==> config.mk <==
export PLATFORM = sky130hd
export DESIGN_NAME = dsa_simd_sched_fsm_flat
export DESIGN_NICKNAME = d
export VERILOG_FILES = /design/src/rtl/dsa_simd_pkg.sv /design/src/rtl/dsa_simd_sched_fsm_if.sv /design/src/rtl/dsa_simd_lane_mask.sv /design/src/rtl/dsa_simd_sched_fsm.sv /design/src/flat_wrapper.sv
export SDC_FILE = /design/constraint.sdc
export NUM_CORES = 1
export LEC_CHECK = 0
export CAP_MARGIN = 10
export CORE_UTILIZATION = 25
export DETAILED_ROUTE_END_ITERATION = 16
export DONT_BUFFER_PORTS = 1
export PLACE_DENSITY = 0.46
export SYNTH_ARGS = -nofsm -noshare
export SYNTH_HDL_FRONTEND = slang
export SYNTH_SLANG_ARGS = --single-unit
==> constraint.sdc <==
create_clock -name clk -period 8 [get_ports clk]
set_input_delay 0.8 -clock clk [delete_from_list [all_inputs] [get_ports clk]]
set_output_delay 0.8 -clock clk [all_outputs]
set_load 0.05 [all_outputs]
==> src/rtl/dsa_simd_pkg.sv <==
// Shared types and helpers for the bilinear-interpolation SIMD scheduler.
package dsa_simd_pkg;

  typedef enum logic [3:0] {
    S_IDLE,
    S_INIT,
    S_STEP_WAIT,
    S_REQ_FETCH,
    S_WAIT_FETCH,
    S_START_DP,
    S_WAIT_DP,
    S_WRITE,
    S_NEXT,
    S_DONE
  } state_t;

  // Lane index must be able to hold the full lane count SIMD_WIDTH.
  function automatic int lane_idx_w(input int sw);
    return $clog2(sw) + 1;
  endfunction

  function automatic logic [63:0] sat_inc(input logic [63:0] v, input int w);
    logic [63:0] max_v;
    max_v = (w >= 64) ? '1 : ((64'd1 << w) - 64'd1);
    return (v >= max_v) ? max_v : v + 64'd1;
  endfunction

endpackage

==> src/rtl/dsa_simd_sched_fsm_if.sv <==
// Control/handshake bundle between the SIMD scheduler, the register block and the fetch/datapath units.
interface dsa_simd_sched_fsm_if #(
  parameter int SIMD_WIDTH = 4,
  parameter int COORD_W    = 16,
  parameter int CNT_W      = 32
);
  import dsa_simd_pkg::*;
  localparam int LANE_IDX_W = lane_idx_w(SIMD_WIDTH);

  logic                  enable;
  logic                  abort;
  logic                  step_mode;
  logic                  step_go;
  logic [COORD_W-1:0]    img_width_out;
  logic [COORD_W-1:0]    img_height_out;
  logic                  fetch_req;
  logic                  fetch_done;
  logic                  dp_start;
  logic                  dp_done;
  logic                  wr_valid;
  logic                  wr_ready;
  logic [LANE_IDX_W-1:0] wr_index;
  logic [SIMD_WIDTH-1:0] lane_mask;
  logic [COORD_W-1:0]    current_x;
  logic [COORD_W-1:0]    current_y;
  logic                  busy;
  logic                  ready;
  logic                  aborted;
  logic [CNT_W-1:0]      groups_done;
  logic [CNT_W-1:0]      stall_cycles;

  // master: the scheduler itself; slave: registers plus fetch/datapath/writer
  modport master (
    input  enable, abort, step_mode, step_go, img_width_out, img_height_out,
    input  fetch_done, dp_done, wr_ready,
    output fetch_req, dp_start, wr_valid, wr_index, lane_mask, current_x, current_y,
    output busy, ready, aborted, groups_done, stall_cycles
  );

  modport slave (
    output enable, abort, step_mode, step_go, img_width_out, img_height_out,
    output fetch_done, dp_done, wr_ready,
    input  fetch_req, dp_start, wr_valid, wr_index, lane_mask, current_x, current_y,
    input  busy, ready, aborted, groups_done, stall_cycles
  );
endinterface

==> src/rtl/dsa_simd_lane_mask.sv <==
// Active-lane count and mask for a group starting at column x of a row of the given width.
module dsa_simd_lane_mask
  import dsa_simd_pkg::*;
#(
  parameter int SIMD_WIDTH = 4,
  parameter int COORD_W    = 16,
  parameter int LANE_IDX_W = lane_idx_w(SIMD_WIDTH)
) (
  input  logic [COORD_W-1:0]    width,
  input  logic [COORD_W-1:0]    x,
  output logic [LANE_IDX_W-1:0] lane_n,
  output logic [SIMD_WIDTH-1:0] lane_mask
);
  localparam logic [COORD_W:0] SW_EXT = (COORD_W + 1)'(SIMD_WIDTH);

  logic [COORD_W:0] remaining;

  assign remaining = {1'b0, width} - {1'b0, x};
  // Below SIMD_WIDTH the remainder always fits in the lane index width.
  assign lane_n    = (remaining >= SW_EXT) ? LANE_IDX_W'(SIMD_WIDTH)
                                           : remaining[LANE_IDX_W-1:0];

  for (genvar gi = 0; gi < SIMD_WIDTH; gi++) begin : g_mask
    assign lane_mask[gi] = (LANE_IDX_W'(gi) < lane_n);
  end

endmodule

==> src/rtl/dsa_simd_sched_fsm.sv <==
// SIMD group scheduler: walks the output image in lane groups, sequencing fetch, datapath and
// per-lane writeback, with abort, single-step and performance counters.
module dsa_simd_sched_fsm
  import dsa_simd_pkg::*;
#(
  parameter int SIMD_WIDTH = 4,
  parameter int COORD_W    = 16,
  parameter int CNT_W      = 32
) (
  input  logic                 clk,
  input  logic                 rst,
  dsa_simd_sched_fsm_if.master bus
);
  localparam int               LANE_IDX_W = lane_idx_w(SIMD_WIDTH);
  localparam logic [COORD_W:0] SW_EXT     = (COORD_W + 1)'(SIMD_WIDTH);
  localparam logic [COORD_W-1:0] ONE_C    = COORD_W'(1);

  state_t                state_reg;
  logic [COORD_W-1:0]    w_reg, h_reg, x_reg, y_reg;
  logic                  abort_pend_reg;
  logic [LANE_IDX_W-1:0] wr_index_reg;
  logic [SIMD_WIDTH-1:0] lane_mask_reg;
  logic                  busy_reg, ready_reg, aborted_reg;
  logic [CNT_W-1:0]      groups_done_reg, stall_cycles_reg;

  logic [LANE_IDX_W-1:0] lane_n;
  logic [SIMD_WIDTH-1:0] lane_mask_next;
  logic [COORD_W:0]      x_step;
  logic                  abort_now, last_col, last_row, last_lane, stall_cond;
  state_t                launch_state;

  dsa_simd_lane_mask #(
    .SIMD_WIDTH (SIMD_WIDTH),
    .COORD_W    (COORD_W),
    .LANE_IDX_W (LANE_IDX_W)
  ) u_lane_mask (
    .width     (w_reg),
    .x         (x_reg),
    .lane_n    (lane_n),
    .lane_mask (lane_mask_next)
  );

  // x_step is one bit wider so a group near the top of the coordinate range cannot wrap.
  assign x_step       = {1'b0, x_reg} + SW_EXT;
  assign last_col     = (x_step >= {1'b0, w_reg});
  assign last_row     = (y_reg == h_reg - ONE_C);
  assign last_lane    = (wr_index_reg == lane_n - LANE_IDX_W'(1));
  assign abort_now    = abort_pend_reg | bus.abort;
  assign launch_state = bus.step_mode ? S_STEP_WAIT : S_REQ_FETCH;
  assign stall_cond   = (state_reg == S_WAIT_FETCH) || (state_reg == S_WAIT_DP) ||
                        ((state_reg == S_WRITE) && !bus.wr_ready);

  always_ff @(posedge clk or posedge rst) begin
    if (rst) begin
      state_reg        <= S_IDLE;
      w_reg            <= '0;
      h_reg            <= '0;
      x_reg            <= '0;
      y_reg            <= '0;
      abort_pend_reg   <= 1'b0;
      wr_index_reg     <= '0;
      lane_mask_reg    <= '1;
      busy_reg         <= 1'b0;
      ready_reg        <= 1'b0;
      aborted_reg      <= 1'b0;
      groups_done_reg  <= '0;
      stall_cycles_reg <= '0;
    end else begin
      if (busy_reg && bus.abort) abort_pend_reg <= 1'b1;
      if (stall_cond) stall_cycles_reg <= CNT_W'(sat_inc(64'(stall_cycles_reg), CNT_W));

      unique case (state_reg)
        S_IDLE: if (bus.enable) begin
          w_reg            <= bus.img_width_out;
          h_reg            <= bus.img_height_out;
          x_reg            <= '0;
          y_reg            <= '0;
          groups_done_reg  <= '0;
          stall_cycles_reg <= '0;
          aborted_reg      <= 1'b0;
          abort_pend_reg   <= 1'b0;
          busy_reg         <= 1'b1;
          state_reg        <= S_INIT;
        end
        S_INIT: begin
          if (w_reg == '0 || h_reg == '0) begin
            state_reg <= S_DONE; busy_reg <= 1'b0; ready_reg <= 1'b1; abort_pend_reg <= 1'b0;
          end else if (abort_now) begin
            state_reg <= S_DONE; busy_reg <= 1'b0; aborted_reg <= 1'b1; abort_pend_reg <= 1'b0;
          end else begin
            state_reg <= launch_state;
          end
        end
        S_STEP_WAIT: begin
          lane_mask_reg <= lane_mask_next;
          if (abort_now) begin
            state_reg <= S_DONE; busy_reg <= 1'b0; aborted_reg <= 1'b1; abort_pend_reg <= 1'b0;
          end else if (bus.step_go) begin
            state_reg <= S_REQ_FETCH;
          end
        end
        S_REQ_FETCH: begin
          lane_mask_reg <= lane_mask_next;
          state_reg     <= S_WAIT_FETCH;
        end
        S_WAIT_FETCH: begin
          if (abort_now) begin
            state_reg <= S_DONE; busy_reg <= 1'b0; aborted_reg <= 1'b1; abort_pend_reg <= 1'b0;
          end else if (bus.fetch_done) begin
            state_reg <= S_START_DP;
          end
        end
        S_START_DP: begin
          wr_index_reg <= '0;
          state_reg    <= S_WAIT_DP;
        end
        S_WAIT_DP: begin
          if (abort_now) begin
            state_reg <= S_DONE; busy_reg <= 1'b0; aborted_reg <= 1'b1; abort_pend_reg <= 1'b0;
          end else if (bus.dp_done) begin
            state_reg <= S_WRITE;
          end
        end
        // Abort stays pending here so a group is always written in full.
        S_WRITE: if (bus.wr_ready) begin
          if (last_lane) state_reg <= S_NEXT;
          else           wr_index_reg <= wr_index_reg + LANE_IDX_W'(1);
        end
        S_NEXT: begin
          groups_done_reg <= CNT_W'(sat_inc(64'(groups_done_reg), CNT_W));
          if (last_col) begin
            x_reg <= '0;
            y_reg <= y_reg + ONE_C;
          end else begin
            x_reg <= x_step[COORD_W-1:0];
          end
          if (last_row && last_col) begin
            state_reg <= S_DONE; busy_reg <= 1'b0; ready_reg <= 1'b1; abort_pend_reg <= 1'b0;
          end else if (abort_now) begin
            state_reg <= S_DONE; busy_reg <= 1'b0; aborted_reg <= 1'b1; abort_pend_reg <= 1'b0;
          end else begin
            state_reg <= launch_state;
          end
        end
        S_DONE: if (!bus.enable) begin
          state_reg <= S_IDLE;
          ready_reg <= 1'b0;
        end
        default: state_reg <= S_IDLE;
      endcase
    end
  end

  assign bus.fetch_req    = (state_reg == S_REQ_FETCH);
  assign bus.dp_start     = (state_reg == S_START_DP);
  assign bus.wr_valid     = (state_reg == S_WRITE);
  assign bus.wr_index     = wr_index_reg;
  assign bus.lane_mask    = lane_mask_reg;
  assign bus.current_x    = x_reg;
  assign bus.current_y    = y_reg;
  assign bus.busy         = busy_reg;
  assign bus.ready        = ready_reg;
  assign bus.aborted      = aborted_reg;
  assign bus.groups_done  = groups_done_reg;
  assign bus.stall_cycles = stall_cycles_reg;

endmodule

==> src/flat_wrapper.sv <==
// flat-port wrapper written by rule: the top's interface ports become plain ports
module dsa_simd_sched_fsm_flat import dsa_simd_pkg::*;
#(
  parameter int SIMD_WIDTH = 4,
  parameter int COORD_W    = 16,
  parameter int CNT_W      = 32
)
  (clk, rst, bus_enable, bus_abort, bus_step_mode, bus_step_go, bus_img_width_out, bus_img_height_out, bus_fetch_done, bus_dp_done, bus_wr_ready, bus_fetch_req, bus_dp_start, bus_wr_valid, bus_wr_index, bus_lane_mask, bus_current_x, bus_current_y, bus_busy, bus_ready, bus_aborted, bus_groups_done, bus_stall_cycles);
  dsa_simd_sched_fsm_if #(.SIMD_WIDTH(SIMD_WIDTH), .COORD_W(COORD_W), .CNT_W(CNT_W)) bus_i ();
  input  logic clk;
  input  logic rst;
  input wire logic [$bits(bus_i.enable)-1:0] bus_enable;
  input wire logic [$bits(bus_i.abort)-1:0] bus_abort;
  input wire logic [$bits(bus_i.step_mode)-1:0] bus_step_mode;
  input wire logic [$bits(bus_i.step_go)-1:0] bus_step_go;
  input wire logic [$bits(bus_i.img_width_out)-1:0] bus_img_width_out;
  input wire logic [$bits(bus_i.img_height_out)-1:0] bus_img_height_out;
  input wire logic [$bits(bus_i.fetch_done)-1:0] bus_fetch_done;
  input wire logic [$bits(bus_i.dp_done)-1:0] bus_dp_done;
  input wire logic [$bits(bus_i.wr_ready)-1:0] bus_wr_ready;
  output wire logic [$bits(bus_i.fetch_req)-1:0] bus_fetch_req;
  output wire logic [$bits(bus_i.dp_start)-1:0] bus_dp_start;
  output wire logic [$bits(bus_i.wr_valid)-1:0] bus_wr_valid;
  output wire logic [$bits(bus_i.wr_index)-1:0] bus_wr_index;
  output wire logic [$bits(bus_i.lane_mask)-1:0] bus_lane_mask;
  output wire logic [$bits(bus_i.current_x)-1:0] bus_current_x;
  output wire logic [$bits(bus_i.current_y)-1:0] bus_current_y;
  output wire logic [$bits(bus_i.busy)-1:0] bus_busy;
  output wire logic [$bits(bus_i.ready)-1:0] bus_ready;
  output wire logic [$bits(bus_i.aborted)-1:0] bus_aborted;
  output wire logic [$bits(bus_i.groups_done)-1:0] bus_groups_done;
  output wire logic [$bits(bus_i.stall_cycles)-1:0] bus_stall_cycles;
  assign bus_i.enable = bus_enable;
  assign bus_i.abort = bus_abort;
  assign bus_i.step_mode = bus_step_mode;
  assign bus_i.step_go = bus_step_go;
  assign bus_i.img_width_out = bus_img_width_out;
  assign bus_i.img_height_out = bus_img_height_out;
  assign bus_i.fetch_done = bus_fetch_done;
  assign bus_i.dp_done = bus_dp_done;
  assign bus_i.wr_ready = bus_wr_ready;
  assign bus_fetch_req = bus_i.fetch_req;
  assign bus_dp_start = bus_i.dp_start;
  assign bus_wr_valid = bus_i.wr_valid;
  assign bus_wr_index = bus_i.wr_index;
  assign bus_lane_mask = bus_i.lane_mask;
  assign bus_current_x = bus_i.current_x;
  assign bus_current_y = bus_i.current_y;
  assign bus_busy = bus_i.busy;
  assign bus_ready = bus_i.ready;
  assign bus_aborted = bus_i.aborted;
  assign bus_groups_done = bus_i.groups_done;
  assign bus_stall_cycles = bus_i.stall_cycles;
  dsa_simd_sched_fsm #(.SIMD_WIDTH(SIMD_WIDTH), .COORD_W(COORD_W), .CNT_W(CNT_W)) u_core (.clk(clk), .rst(rst), .bus(bus_i));
endmodule
# Word level (Yosys, flattened, before mapping)
# Cells that the tools add are included.
dict set report word_totals {
  regBits 143
  latchBits 0
  mem_bits_rw 0
  rom_bits 0
  out_inout_bits 109
  n_memories 0
}
dict set report op_classes {
  add_sub_neg 8
  multipliers 0
  n_div 0
  n_lt_le_gt_ge 8
  eq_ne 24
  shifts 0
  mux 51
  bitwise 1
  reduce_logical 24
}
# operator count
set ops {}
lappend ops {{32-bit 2-to-1 mux} 6}
lappend ops {{32-bit by 1-bit adder with 32-bit output, second input constant} 2}
lappend ops {{32-bit >= comparator, second input constant} 2}
lappend ops {{16-bit case mux with 2 select lines} 2}
lappend ops {{32-bit case mux with 2 select lines} 1}
lappend ops {{4-bit 2-to-1 mux} 13}
lappend ops {{16-bit 2-to-1 mux} 3}
lappend ops {{4-bit case mux with 10 select lines} 1}
lappend ops {{16-bit zero test} 2}
lappend ops {{16-bit by 3-bit adder with 17-bit output, second input constant} 1}
lappend ops {{17-bit by 16-bit >= comparator with 1-bit output} 1}
lappend ops {{17-bit by 3-bit >= comparator with 1-bit output, second input constant} 1}
lappend ops {{1-bit 2-to-1 mux} 17}
lappend ops {{16-bit by 16-bit subtractor with 17-bit output} 1}
lappend ops {{16-bit by 1-bit adder with 16-bit output, second input constant} 1}
lappend ops {{16-bit equality test} 1}
lappend ops {{4-bit by 3-bit equality test with 1-bit output, second input constant} 4}
lappend ops {{16-bit by 1-bit subtractor with 16-bit output, second input constant} 1}
lappend ops {{2-bit inequality test, second input constant} 6}
lappend ops {{1-bit case mux with 4 select lines} 3}
lappend ops {{3-bit 2-to-1 mux} 3}
lappend ops {{3-bit by 2-bit inequality test with 1-bit output, second input constant} 3}
lappend ops {{4-bit by 2-bit equality test with 1-bit output, second input constant} 2}
lappend ops {{4-bit equality test, second input constant} 2}
lappend ops {{23 further kinds} 37}

# Longest topological paths before layout
dict set report logic_depth {
  depth_word 8
  ltp_mapped 18
  depth_no_buf 17
}

# Modules after synthesis
# From an unflattened synthesis, not the netlist that was laid out.
dict set report unflattened {
  hier_cells 1083
  hier_area_um2 9255.1
}
# module instances cells_per_inst area_per_inst_um2 seq_area_each_um2
set modules_own_cells {}
lappend modules_own_cells {dsa_simd_sched_fsm 1 917 8174.1 3533.4}
lappend modules_own_cells {dsa_simd_lane_mask 1 166 1081.0 0.0}

# Worst setup path before layout
# OpenSTA, ideal clock, no wires.
dict set report synth_timing {
  path_kind {reg-to-reg}
  from {reg u_core.x_reg[8] (netlist: u_core.bus.current_x[8])}
  to {reg u_core.wr_index_reg[2] (netlist: u_core.bus.wr_index[2])}
  setup_time_ns 0.128
  arrival_time_ns 4.057
  path_slack_ns 3.815
  path_stages_with_launch 16
  cell_sequence {dfrtp_1 inv_1 ha_1 a21oi_1 o21bai_1 a221oi_1 a311oi_1 a211o_1 nor3_1 nand2_1 ha_1 xor2_1 and3_1 mux2i_1 nand4_1 mux2_1}
}
dict set report synth_between {
  elab_chain_len 7
}
# item line
set synth_lines {}
lappend synth_lines {{start, declared} dsa_simd_sched_fsm.sv:19} ;# logic [COORD_W-1:0] w_reg, h_reg, x_reg, y_reg;
lappend synth_lines {{start signal, assigned} dsa_simd_sched_fsm.sv:135} ;# x_reg <= x_step[COORD_W-1:0];
lappend synth_lines {{16-bit by 16-bit subtractor with 17-bit output} dsa_simd_lane_mask.sv:18} ;# assign remaining = {1'b0, width} - {1'b0, x};
lappend synth_lines {{17-bit by 3-bit >= comparator with 1-bit output} dsa_simd_lane_mask.sv:20} ;# assign lane_n = (remaining >= SW_EXT) ? LANE_IDX_W'(SIMD_WIDTH)
lappend synth_lines {{3-bit 2-to-1 mux} dsa_simd_lane_mask.sv:20}
lappend synth_lines {{3-bit by 1-bit subtractor with 3-bit output} dsa_simd_sched_fsm.sv:47} ;# assign last_lane = (wr_index_reg == lane_n - LANE_IDX_W'(1));
lappend synth_lines {{3-bit equality test} dsa_simd_sched_fsm.sv:47}
lappend synth_lines {{2-bit inequality test (no line)} -}
lappend synth_lines {{3-bit AND reduction (no line)} -}
lappend synth_lines {{end signal, assigned} dsa_simd_sched_fsm.sv:127} ;# else wr_index_reg <= wr_index_reg + LANE_IDX_W'(1);
lappend synth_lines {{end, declared} dsa_simd_sched_fsm.sv:21} ;# logic [LANE_IDX_W-1:0] wr_index_reg;
# Every way passes these cells.
# A chain may end at the register's enable or synchronous reset.

# Final worst setup path
dict set report layout_timing {
  from {reg u_core.x_reg[7] (netlist: u_core.bus.current_x[7])}
  to {reg u_core.wr_index_reg[2] (netlist: u_core.bus.wr_index[2])}
}
# The elaborated chain is that of the path after synthesis.

==> results list <==
* Max cap viols: 0
* Total of fill cells in the finished design: 3785
* Top cell types by occurrence after synthesis: sky130_fd_sc_hd__nand2_1 (176), sky130_fd_sc_hd__dfrtp_1 (137), sky130_fd_sc_hd__nor2_1 (92)
- Inserted Clock Buffers: 17
* Via Count: 7641
- Hold WC Path Type: primary input to asynchronous set/reset pin
- Compared with the post-synthesis result, the final layout area differs by 11.21%.
* Share of power burned in the clock network: 20.7%
- Initial cell density of the core: roughly a quarter
- Worst IR drop on VDD: 0.1852 mV
- In this run, the number of DRC markers left after iteration 0 of detailed routing was approximately 370.
* Post-Route Skew: 0.01677 ns
- Worst-path cell chain: inv_1, ha_1, and4_1, a221oi_1, nand2_1, nor3_1, o2111ai_1, nor3_1, nand2_1, ha_1, xor2_1, nor3b_1, mux2i_1, nand4_1, mux2_1
- Synth top area share: 38.25%
* Flop pwr share: 36.9%
- Final ANT Viol Nets: 0
- The floorplan step defined a die boundary enclosing approximately 37000 µm².
* Data required, critical path: 8.33 ns
- Data arrival time of the critical path: 5.43 ns
* Async set-or-reset flop fraction in the synthesized netlist: 100.0%
- Initial antenna violation count: 0
- Count of endpoints failing hold in the final timing report: 0
* Average wire per standard cell: 18.61 µm
- Summing all flip-flop and latch instances after layout gives 3533 µm².
- Core Rows: 68
* Worst path max stage delay: 0.78 ns
* Latest clock arrival within the worst-skew pair: 0.45 ns
- OpenSTA, run right after detailed placement, puts the worst setup slack at 3.035 ns.
- Dividing total power by cell area gives a power density of about 380 nW/µm².
* Register bit total from synthesis: between 100 and 150
* Chip width: about 190 µm
- STA classifies the critical path endpoint as a register.
- Root cell of the clock tree: sky130_fd_sc_hd__clkbuf_16
- Synth cell types: 77
* Transition time at the pin with the least slew margin: 1.120 ns
* PortBufs: 0
- Power share of the combinational group: 42.3%
* Count of pins on the block boundary: 150
* Layout cell share with drive strength beyond 1: 5.738%
- Worst setup slack after layout: roughly 2.9 ns
* CP Launch Type: register
- GR Overflow Total: 0
- Highest clock frequency the design can meet: 0.1959 GHz
* Setup repair after global routing missed its margin: false
* Proportion of total power due to net switching: between 40% and 50%
- For this run, the number of Yosys warnings is 0.
- The cell count after synthesis came out at 1072.
- Max Root-Sink Buffers: 2
* Detailed Routing Iterations Pass 1: 4
- The tightest hold path in the finished design has a slack of approximately 0.36 ns.
- Tot GR Track Use: roughly 16%
- Number of synthesized flops with an enable pin: 0
* Final-report setup violation count: 0
- Number of H-tree branching levels: 4
- 0 antenna diodes ended up in the layout.
- After detailed routing, the number of remaining DRC violations is 0.
- Total detailed-routing wirelength: between 20000 and 30000 µm
- Leakage power: ~4.2 nW
- The first global-routing pass estimated between 40000 and 50000 µm of wire.
- Estimated wirelength of the detail-placed design: 20340 µm
- The floorplan step defined a core boundary enclosing 34880 µm².
- Tot Pwr: 0.003821 W
* Status: complete, no violations
- Number of instances resized during post-cts repair: 0
* Switching power of the nets: 0.001871 W
* Internal power: between 0.0015 and 0.002 W
- In the post-synthesis netlist, the biggest area contributors are sky130_fd_sc_hd__dfrtp_1 (38%), sky130_fd_sc_hd__nand2_1 (7.4%), sky130_fd_sc_hd__ha_1 (5.3%), sky130_fd_sc_hd__a21oi_1 (4.5%), sky130_fd_sc_hd__xor2_1 (4.2%).
- The congestion estimate from routability-driven global placement came to 0.8168.
- Entering global routing, the biggest net connects 95 pins.
* Clock Pin Slew Worst Setup and Hold Paths: 0.06 ns
- The setup path with the least slack is of type register to register.
- The worst pin sits at a relative slew slack of about a quarter.
* Max-slew violation total from the final report: 0
* Nets@finish: between 1000 and 1500
- Using the TritonRoute via totals, the vias-per-cell ratio works out to 5.034.
- The worst path uses 63.82% of the clock period.
* Commonest register cell after synthesis: sky130_fd_sc_hd__dfrtp_1
- Placed cell count: approximately 1500
- TritonCTS clock tree: yes
- Summed over all failing endpoints, the final setup total negative slack is 0 ns.
- Period minus WS final: 5.106 ns
- Multi-input combinational cell area: 5080 µm²
- CTS sink count: ~140
* Cell type contributing the most total cell area after synthesis: sky130_fd_sc_hd__dfrtp_1
- Number of global-route vias before repair: between 7000 and 8000
* Dominant cell by count in the synthesized netlist: sky130_fd_sc_hd__nand2_1
* Critical path fanouts, max: 11
- Buffers inserted to repair hold after CTS numbered 0.
- Dividing the synthesized area by the synthesized cell count gives 8.362 µm².
- Summing every instance area after synthesis gives 8964 µm².
- The slowest stage of the critical path belongs to the cell sky130_fd_sc_hd__dfrtp_1.
- Buffers added to address setup during post-CTS repair amount to 0.
* Final std cells w/o fill: 1518
- For this run, the register share of the synthesized area comes to 39.42%.
* Die height: 191.4 µm
stage by stage:
stage,util [%],area (µm²)
final,28.58,9968
after global routing,28.58,9968
after CTS,28.58,9968
after detailed placement,26.95,9402
after global placement,26.95,9402
after floorplan,-,8971
worst paths after layout:
path	start	endpoint	slack (ns)	cells past startpoint
worst max-delay path	u_core.bus.current_x[7]$_DFFE_PP0P_	u_core.bus.wr_index[2]$_DFFE_PP0P_	2.89	15
worst min-delay path	rst	u_core.h_reg[15]$_DFFE_PP0P_	0.36	1
worst max register to register	u_core.bus.current_x[7]$_DFFE_PP0P_	u_core.bus.wr_index[2]$_DFFE_PP0P_	2.89	15
worst min register to register	u_core.abort_pend_reg$_DFF_PP0_	u_core.abort_pend_reg$_DFF_PP0_	0.50	2
max in group asynchronous	rst	u_core.bus.stall_cycles[8]$_DFF_PP0_	6.28	2
min in group clk	bus_img_height_out[13]	u_core.h_reg[13]$_DFFE_PP0P_	0.46	2
power groups by stage:
| stage | combinational (W) | sequential (W) | clock (W) |
|---|---|---|---|
| finish | 0.00162 | 0.00141 | 0.000791 |
| CTS | 0.00162 | 0.00142 | 0.000820 |
| global route | 0.00182 | 0.00145 | 0.000848 |
| floorplan | 0.00129 | 0.00130 | 0 |
| detailed placement | 0.00161 | 0.00143 | 0 |
| global placement | 0.00161 | 0.00143 | 0 |
routing by layer:
metal / vias up / global-route usage (%) / wire, µm / share of wire [%]
met5: - / 0 / 0 / 0
met2: 124 / 24.90 / 13190 / 47
li1: 3750 / - / - / -
met4: 0 / 4.151 / 271 / 0.96
met1: 3752 / 20.69 / 13310 / 47
met3: 15 / 4.443 / 1474 / 5.2
worst max-delay path, delay by kind of cell (launching register included):
kind,cells,cell delay [ns]
simple gates,7,1.58
fa+ha+maj,2,0.80
compound gates,2,0.79
flops,1,0.78
mux,2,0.74
buf+inv,1,0.16
xor+xnor,1,0.15
cells by family (layout without fill, tap and decap cells):
group                    count (synthesis)  in the layout  synth area share [%]
XOR/XNOR                                76             76                 7.426
AND/OR/NAND/NOR                        474            474                 25.25
other                                    2              4               0.08378
buffers and inverters                   95             84                 4.132
flip-flops                             141            141                 39.42
AO/OA/AOI/OAI                          234            234                 17.00
multiplexers                            12             12                 1.382
adder cells (fa/ha/maj)                 38             38                 5.304
area by class of cell:
type	count	area share [%]
clock inverters	12	1.105
clock buffers	20	4.581
well taps	455	5.711
inverters	47	1.820
flip-flops and latches	141	35.45
repair buffers	5	0.3766
multi-input cells	838	50.96
cell usage in the layout, fill, tap and decap left out, drive strengths merged, types with 6 or more instances in the layout:
master    n
nor2b    11
o31ai     7
nor3     22
o21ai    56
and4      6
and2      7
nand2b   19
or3      10
clkbuf   20
and3     29
nand3    47
xor2     43
xnor2    33
inv      50
a21oi    80
a31oi     9
nor4     14
mux2i     9
a211oi   20
dfrtp   137
nand4    23
a311oi    6
ha       38
nand2   176
nor2     92
(Power assumes the default switching activity.)
